<file path="src/rtl/hazard_forward_unit.sv">
// Hazard detection and operand forwarding for the ID stage.
// Tracks destination tags of post-ID stages in a shadow pipeline and selects the youngest producer.
module hazard_forward_unit #(
  parameter int unsigned NUM_SRC    = 3,
  parameter int unsigned REG_AW     = 4,
  parameter int unsigned FWD_STAGES = 3,
  parameter int unsigned LOAD_STAGE = 1,
  parameter int unsigned PC_REG     = 15,
  parameter int unsigned SELW       = 2
) (
  input  logic                       clk,
  input  logic                       reset,
  input  logic                       id_valid,
  input  logic                       id_rf_enable,
  input  logic                       id_load,
  input  logic [REG_AW-1:0]          id_rd,
  input  logic                       flush,
  input  logic [NUM_SRC-1:0]         id_src_valid,
  input  logic [NUM_SRC*REG_AW-1:0]  id_src_reg,
  output logic [NUM_SRC*SELW-1:0]    fwd_sel,
  output logic                       stall,
  output logic                       pc_le,
  output logic                       if_id_le,
  output logic                       nop_insert,
  output logic [15:0]                stall_count,
  output logic [FWD_STAGES-1:0]      stage_valid
);

  logic [FWD_STAGES-1:0]             valid_q, rf_en_q, load_q;
  logic [FWD_STAGES-1:0][REG_AW-1:0] rd_q;
  logic [15:0]                       stall_count_q;

  logic              raw_stall;
  logic [REG_AW-1:0] src;
  logic [SELW-1:0]   sel;
  logic              hit_load;
  logic              enter;

  // Scan stages oldest to youngest so the youngest match overwrites older ones.
  always_comb begin
    raw_stall = 1'b0;
    fwd_sel   = '0;
    src       = '0;
    sel       = '0;
    hit_load  = 1'b0;
    for (int s = 0; s < int'(NUM_SRC); s++) begin
      src      = id_src_reg[s*REG_AW +: REG_AW];
      sel      = '0;
      hit_load = 1'b0;
      for (int k = int'(FWD_STAGES) - 1; k >= 0; k--) begin
        if (valid_q[k] && rf_en_q[k] && (rd_q[k] == src) && id_src_valid[s] &&
            (src != REG_AW'(PC_REG))) begin
          sel      = SELW'(k + 1);
          hit_load = load_q[k] && (k < int'(LOAD_STAGE));
        end
      end
      fwd_sel[s*SELW +: SELW] = sel;
      raw_stall = raw_stall | hit_load;
    end
  end

  always_comb begin
    stall      = raw_stall & id_valid & ~flush;
    pc_le      = ~stall;
    if_id_le   = ~stall;
    nop_insert = stall | flush;
    enter      = id_valid & ~stall & ~flush;
  end

  always_ff @(posedge clk or negedge reset) begin
    if (!reset) begin
      valid_q       <= '0;
      rf_en_q       <= '0;
      load_q        <= '0;
      rd_q          <= '0;
      stall_count_q <= '0;
    end else begin
      valid_q[0] <= enter;
      rf_en_q[0] <= enter & id_rf_enable;
      load_q[0]  <= enter & id_load;
      rd_q[0]    <= enter ? id_rd : '0;
      for (int k = 1; k < int'(FWD_STAGES); k++) begin
        valid_q[k] <= valid_q[k-1];
        rf_en_q[k] <= rf_en_q[k-1];
        load_q[k]  <= load_q[k-1];
        rd_q[k]    <= rd_q[k-1];
      end
      if (stall && (stall_count_q != 16'hFFFF)) begin
        stall_count_q <= stall_count_q + 16'd1;
      end
    end
  end

  assign stall_count = stall_count_q;
  assign stage_valid = valid_q;

endmodule

</file>
<file path="config.mk">
export PLATFORM = sky130hd
export DESIGN_NAME = hazard_forward_unit
export DESIGN_NICKNAME = d
export VERILOG_FILES = /design/src/rtl/hazard_forward_unit.sv
export SDC_FILE = /design/constraint.sdc
export NUM_CORES = 1
export LEC_CHECK = 0
export CORE_ASPECT_RATIO = 0.9
export CORE_MARGIN = 3
export CORE_UTILIZATION = 51
export DETAILED_ROUTE_END_ITERATION = 8
export HOLD_SLACK_MARGIN = 0.15
export PLACE_DENSITY = 0.95
export SLEW_MARGIN = 20
export SYNTH_ARGS = -nofsm -noshare
export SYNTH_HDL_FRONTEND = slang
export SYNTH_SLANG_ARGS = --single-unit
</file>
<file path="constraint.sdc">
create_clock -name clk -period 3.4 [get_ports clk]
set_clock_uncertainty 0.1 [all_clocks]
set_input_delay 0.34 -clock clk [delete_from_list [all_inputs] [get_ports clk]]
set_output_delay 0.34 -clock clk [all_outputs]
set_load 0.005 [all_outputs]
</file>
# == Word level (Yosys, flattened, before mapping) ==
# Cells that the tools add are included.
# word_totals
register_bits,35
in_bits,25
output_inout_bits,29
wordCells,76
# classes
n_addsub,1
n_eq_ne,13
muxes,13
bitwise_logic,11
reduce_logical,31
# op_table
op,count
equality test 4 bit,9
logical AND 1 bit,31
two-way mux 2 bit,9
"adder 16 x 1 -> 16 bit, second input constant",1
"!= test 16 bit, second input constant",1
"!= test 4 bit, second input constant",3
AND 1 bit,6
two-way mux 4 bit,1
two-way mux 1 bit,3
OR 1 bit,3
inverter 1 bit,2

# == Depth between registers and ports, before layout ==
# depth
ltp_word,13
depth_mapped,7
mapped_depth_nobuf,6

# == Worst setup path after synthesis ==
# No wires, ideal clock.
# synth_path
path_type,reg-to-reg
from,register rd_q[3] in the netlist's numbering
to,register stall_count_q[5] (netlist: stall_count[5])
setup_ns,0.123
arrival_ns,1.807
required_ns,3.177
path_slack_ns,1.369
path_stages_with_launch,7
n_path_buf,0
synth_period_minus_slack_ns,2.031
path_cell_list,dfrtp_1 -> xnor2_1 -> nand3_1 -> nor4_2 -> o31ai_2 -> or4b_1 -> xnor2_1
# synth_between
elab_chain_cells,10
word_cells_on_any_way,20
classes_between,eq/ne: 3; mux: 3; bitwise: 4; reduce/logical: 10
# synth_lines
element,line,source
"start, declared",30,logic [FWD_STAGES-1:0][REG_AW-1:0] rd_q;
"start signal, assigned by index",86,rd_q[k] <= rd_q[k-1];
equality test 4 bit,51,if (valid_q[k] && rf_en_q[k] && (rd_q[k] == src) && id_src_valid[s] &&
logical AND 1 bit (3 in a row),51,
two-way mux 1 bit,51,
OR 1 bit,58,raw_stall = raw_stall | hit_load;
OR 1 bit (*),58,
AND 1 bit (*) (2 in a row),63,stall = raw_stall & id_valid & ~flush;
logical AND 1 bit (*),88,if (stall && (stall_count_q != 16'hFFFF)) begin
"end signal, assigned",89,stall_count_q <= stall_count_q + 16'd1;
"end, declared",31,logic [15:0] stall_count_q;
# Every way passes the cells marked *; elsewhere a longest branch is shown, timed or not.
# A chain may end at the register's enable or synchronous reset.

# == Worst setup path after layout ==
# layout_path
from,input id_src_reg[11]
to,output nop_insert
# layout_between
elab_chain_cells,9
word_cells_on_any_way,10
classes_between,eq/ne: 2; mux: 1; bitwise: 4; reduce/logical: 3
# layout_lines
element,line,source
"start, declared",19,"input logic [NUM_SRC*REG_AW-1:0] id_src_reg,"
equality test 4 bit,51,
logical AND 1 bit (2 in a row),51,
logical AND 1 bit (*),51,
two-way mux 1 bit (*),51,
OR 1 bit (*),58,
AND 1 bit (*) (2 in a row),63,
OR 1 bit (*),66,nop_insert = stall | flush;
"end, declared",24,"output logic nop_insert,"
# Marked as above.

==> parameters.txt <==
Parameter                              Value

Outcome
  Status ... completed

Clock network
  Clk slew on worst S/H paths ... 0.06 ns
  Clock insertion delay at the later pin of the skew report ... 0.28 ns
  CTS root buf ... clkbuf_8
  Bufs on Longest Clock Path ... 2
  Number of CTS-inserted buffers ... 5
  Post-cts repair resize count ... 0
  TritonCTS clock tree ... done
  Buffers inserted during post-CTS setup optimization ... 0
  CTS H-Tree Depth ... 2
  Cts hold-fix bufs ... 0
  TritonCTS sink count ... 35

GRT
  Maximum number of pins on one net before global-route repair ... 36
  Total congestion overflow after global routing ... 0
  Number of antenna violations at the first check in global routing ... 0
  First-pass GRT wire length ... 7330 um
  Global Route Usage Sum ... 21.3%
  Number of global-route vias before repair ... 1,543

Logic synthesis
  Synth Area per Inst ... 10.2 um2
  Number of synthesized flops with an enable pin ... 0
  Async set-or-reset flop fraction in the synthesized netlist ... 100%
  Post-synthesis cell count ... 184
  Main synth FF type ... dfrtp_1
  Flip-flop and latch count after synthesis ... 35
  Post-synthesis sequential area ratio ... 46.8%
  Number of nets produced by synthesis ... 210
  Syn. warnings ... 0
  Count of distinct cell types in the synthesized netlist ... 30
  Mapped cell area ... 0.00187 mm2

Cells and area
  Area added between synthesis and finish ... 36.1%
  Commonest non-fill, non-tap cells in the layout ... clkdlybuf4s50_1, dfrtp_1, xnor2_1, xor2_1
  Final antenna diode count ... 0
  Layout filler cell count ... 237
  Leading cell type in the layout, fill and taps excluded ... clkdlybuf4s50_1
  Nets ... 270
  Layout cells sized above 1 ... 6.15%

STA
  Finish-stage setup viols ... 0
  Post-route clock period utilization ... 87.3%
  Number of pins with negative max-slew slack in the final report ... 0
  RSZ-0062 raised after global routing ... no
  Slew headroom ... 60.9%
  Final-layout setup total negative slack ... 0 ns
  Fin worst setup slack ... 0.431 ns
  Worst hold slack ... 0.272 ns
  FMAX ... 337 MHz
  Final critical-path required period ... 2.97 ns
  Slew at the pin closest to its max-slew limit ... 0.583 ns
  Hold violation count in the final report ... 0

Power and ir drop
  Share of total power consumed by net switching ... 23.1%
  Register share of total power ... 52.6%
  Clock share of power ... 34.9%
  Net switching power figure ... 195 uW
  Peak VDD IR ... 0.000269 V
  Proportion of power drawn by combinational gates ... 12.5%
  Cell Pwr Density ... 330 mW/mm2
  Static Leakage ... 1.06 nW
  Cell Int Power ... 647 uW

Die
  Height of the chip ... 63.5 um
  Die Span X ... 69.9 um
  Floorplan Core Area ... 0.00345 mm2
  Initial Util ... 54.2%
  Floorplan row count ... 20
  Total Die Area ... 0.00444 mm2
  Count of pins on the block boundary ... 54

Worst setup path
  Arr. time, crit path ... 2.53 ns
  Setup crit start kind ... input pin
  Crit-path most repeated cell ... clkdlybuf4s50_1
  Critical-path maximum fanout ... 4
  Critical Path Sink ... nop_insert
  Register-to-register setup slack ... 1.07 ns
  CP Capture Type ... primary output
  Data required time of the critical path ... 2.96 ns
  CP Launch Point ... id_src_reg[11]
  Reg-to-reg critical path startpoint ... rd_q[2]
  Number of cells on the worst reg-to-reg path ... 7
  End of the worst register-to-register path ... stall_count[12]
  Critical path start-end classification ... in -> out
  Ordered list of cells on the worst path ... clkdlybuf4s50_1, xnor2_1, nand3_1, nor4_2, or3_1, a31o_2, clkdlybuf4s50_1
  Slowest stage delay, CP ... 0.60 ns
  Library cell contributing the largest single delay on the critical path ... clkdlybuf4s50_1

Detailed routing
  Routed Antenna Nets ... 0
  Vias post-DR ... 1,552
  Routed wire length ... 4390 um
  Detailed-route vias per instance ... 5.39
  Detail-routed net length per standard cell ... 15.3 um
  Pre-Repair DR Iteration Count ... 5
  Drc violations ... 0
  First-iteration detailed-routing DRC count ... 84

Placement
  GPL Wtd Cong ... 0.867
  Setup slack at placement ... 0.464 ns
  Count of input and output buffers ... 53
  Detail Placement HPWL ... 3410 um

Worst hold path
  Hold crit path type ... reg -> reg

Job
  Maximum Capacitance Violations ... 0
==> synthesized netlist by cell type (2+ instances only) <==
cell | count | area (um2)
dfrtp_1 | 35 | 876
xnor2_1 | 32 | 280
xor2_1 | 16 | 140
nand2_1 | 14 | 52.6
nand3_1 | 14 | 70.1
nor2_1 | 13 | 48.8
nor4_1 | 8 | 50.1
nand4_1 | 7 | 43.8
and2_1 | 6 | 37.5
inv_1 | 6 | 22.5
nor3_1 | 6 | 30.0
nand2b_1 | 5 | 31.3
nor4_2 | 3 | 37.5
a31oi_1 | 2 | 12.5
or4_1 | 2 | 15.0
==> logic make-up (layout without fill, tap and decap cells) <==
logic type | after synthesis | count (layout) | share of synthesized area, %
xor+xnor | 48 | 48 | 22.4
flops | 35 | 35 | 46.8
fa+ha+maj | 1 | 1 | 0.668
compound gates | 9 | 9 | 3.81
simple gates | 82 | 82 | 23.8
buf+inv | 8 | 68 | 1.87
mux | 1 | 1 | 0.601
==> worst min path at each step <==
stage | from | end | slack [ns] | cells past startpoint
2_1_floorplan | reset | load_q[0] | -0.06 | 0
3_3_place_gp | rf_en_q[1] | rf_en_q[2] | 0.26 | 0
3_5_place_dp | rf_en_q[0] | rf_en_q[1] | 0.26 | 0
4_1_cts | rf_en_q[0] | rf_en_q[1] | 0.27 | 0
5_1_grt | rf_en_q[0] | rf_en_q[1] | 0.30 | 0
6_report | rf_en_q[0] | rf_en_q[1] | 0.27 | 0
==> routing by layer <==
layer  track usage (%)  part of all wire [%]
met1              27.4                    45
met2              34.1                    48
met3              5.58                   4.3
met4              8.61                   2.3
met5                 0                     0
==> cell type report <==
type / instances / area [um2] / share of cell area (%)
well taps: 44 / 55.1 / 2.16
flip-flops and latches: 35 / 876 / 34.4
clock buffers: 6 / 82.6 / 3.24
clock inverters: 1 / 5.00 / 0.196
repair buffers: 55 / 546 / 21.4
inverters: 6 / 22.5 / 0.884
multi-input cells: 141 / 962 / 37.8
==> power by group through the flow <==
stage	registers [mW]	logic, mW	clock network, mW
after floorplan	0.446	0.0440	0
after global placement	0.449	0.102	0
final	0.442	0.105	0.294
after global routing	0.443	0.114	0.323
after detailed placement	0.449	0.105	0
after CTS	0.442	0.106	0.303
==> flip-flops by register name, summed over array words and instances (netlist names) <==
register     cells
stall_count     16
rd_q            12
rf_en_q          3
stage_valid      3
load_q           1
==> per-stage QoR <==
step / instance area [um2] / utilization, % / power [mW] / instances
4_1_cts: 2550 / 73.8 / 0.850 / 288
3_3_place_gp: 2460 / 71.3 / 0.550 / 281
3_5_place_dp: 2460 / 71.3 / 0.554 / 281
5_1_grt: 2550 / 73.8 / 0.881 / 288
2_1_floorplan: 1870 / - / 0.490 / 184
6_report: 2550 / 73.8 / 0.841 / 288
==> critical path, delay by kind of cell <==
family / cells / cell delay [ns]
AOI/OAI and AO/OA: 1 / 0.18
xor gates and xnor gates: 1 / 0.15
buffers and inverters: 2 / 1.10
and+or+nand+nor: 3 / 0.76
Power figures use the tool's default switching activity.
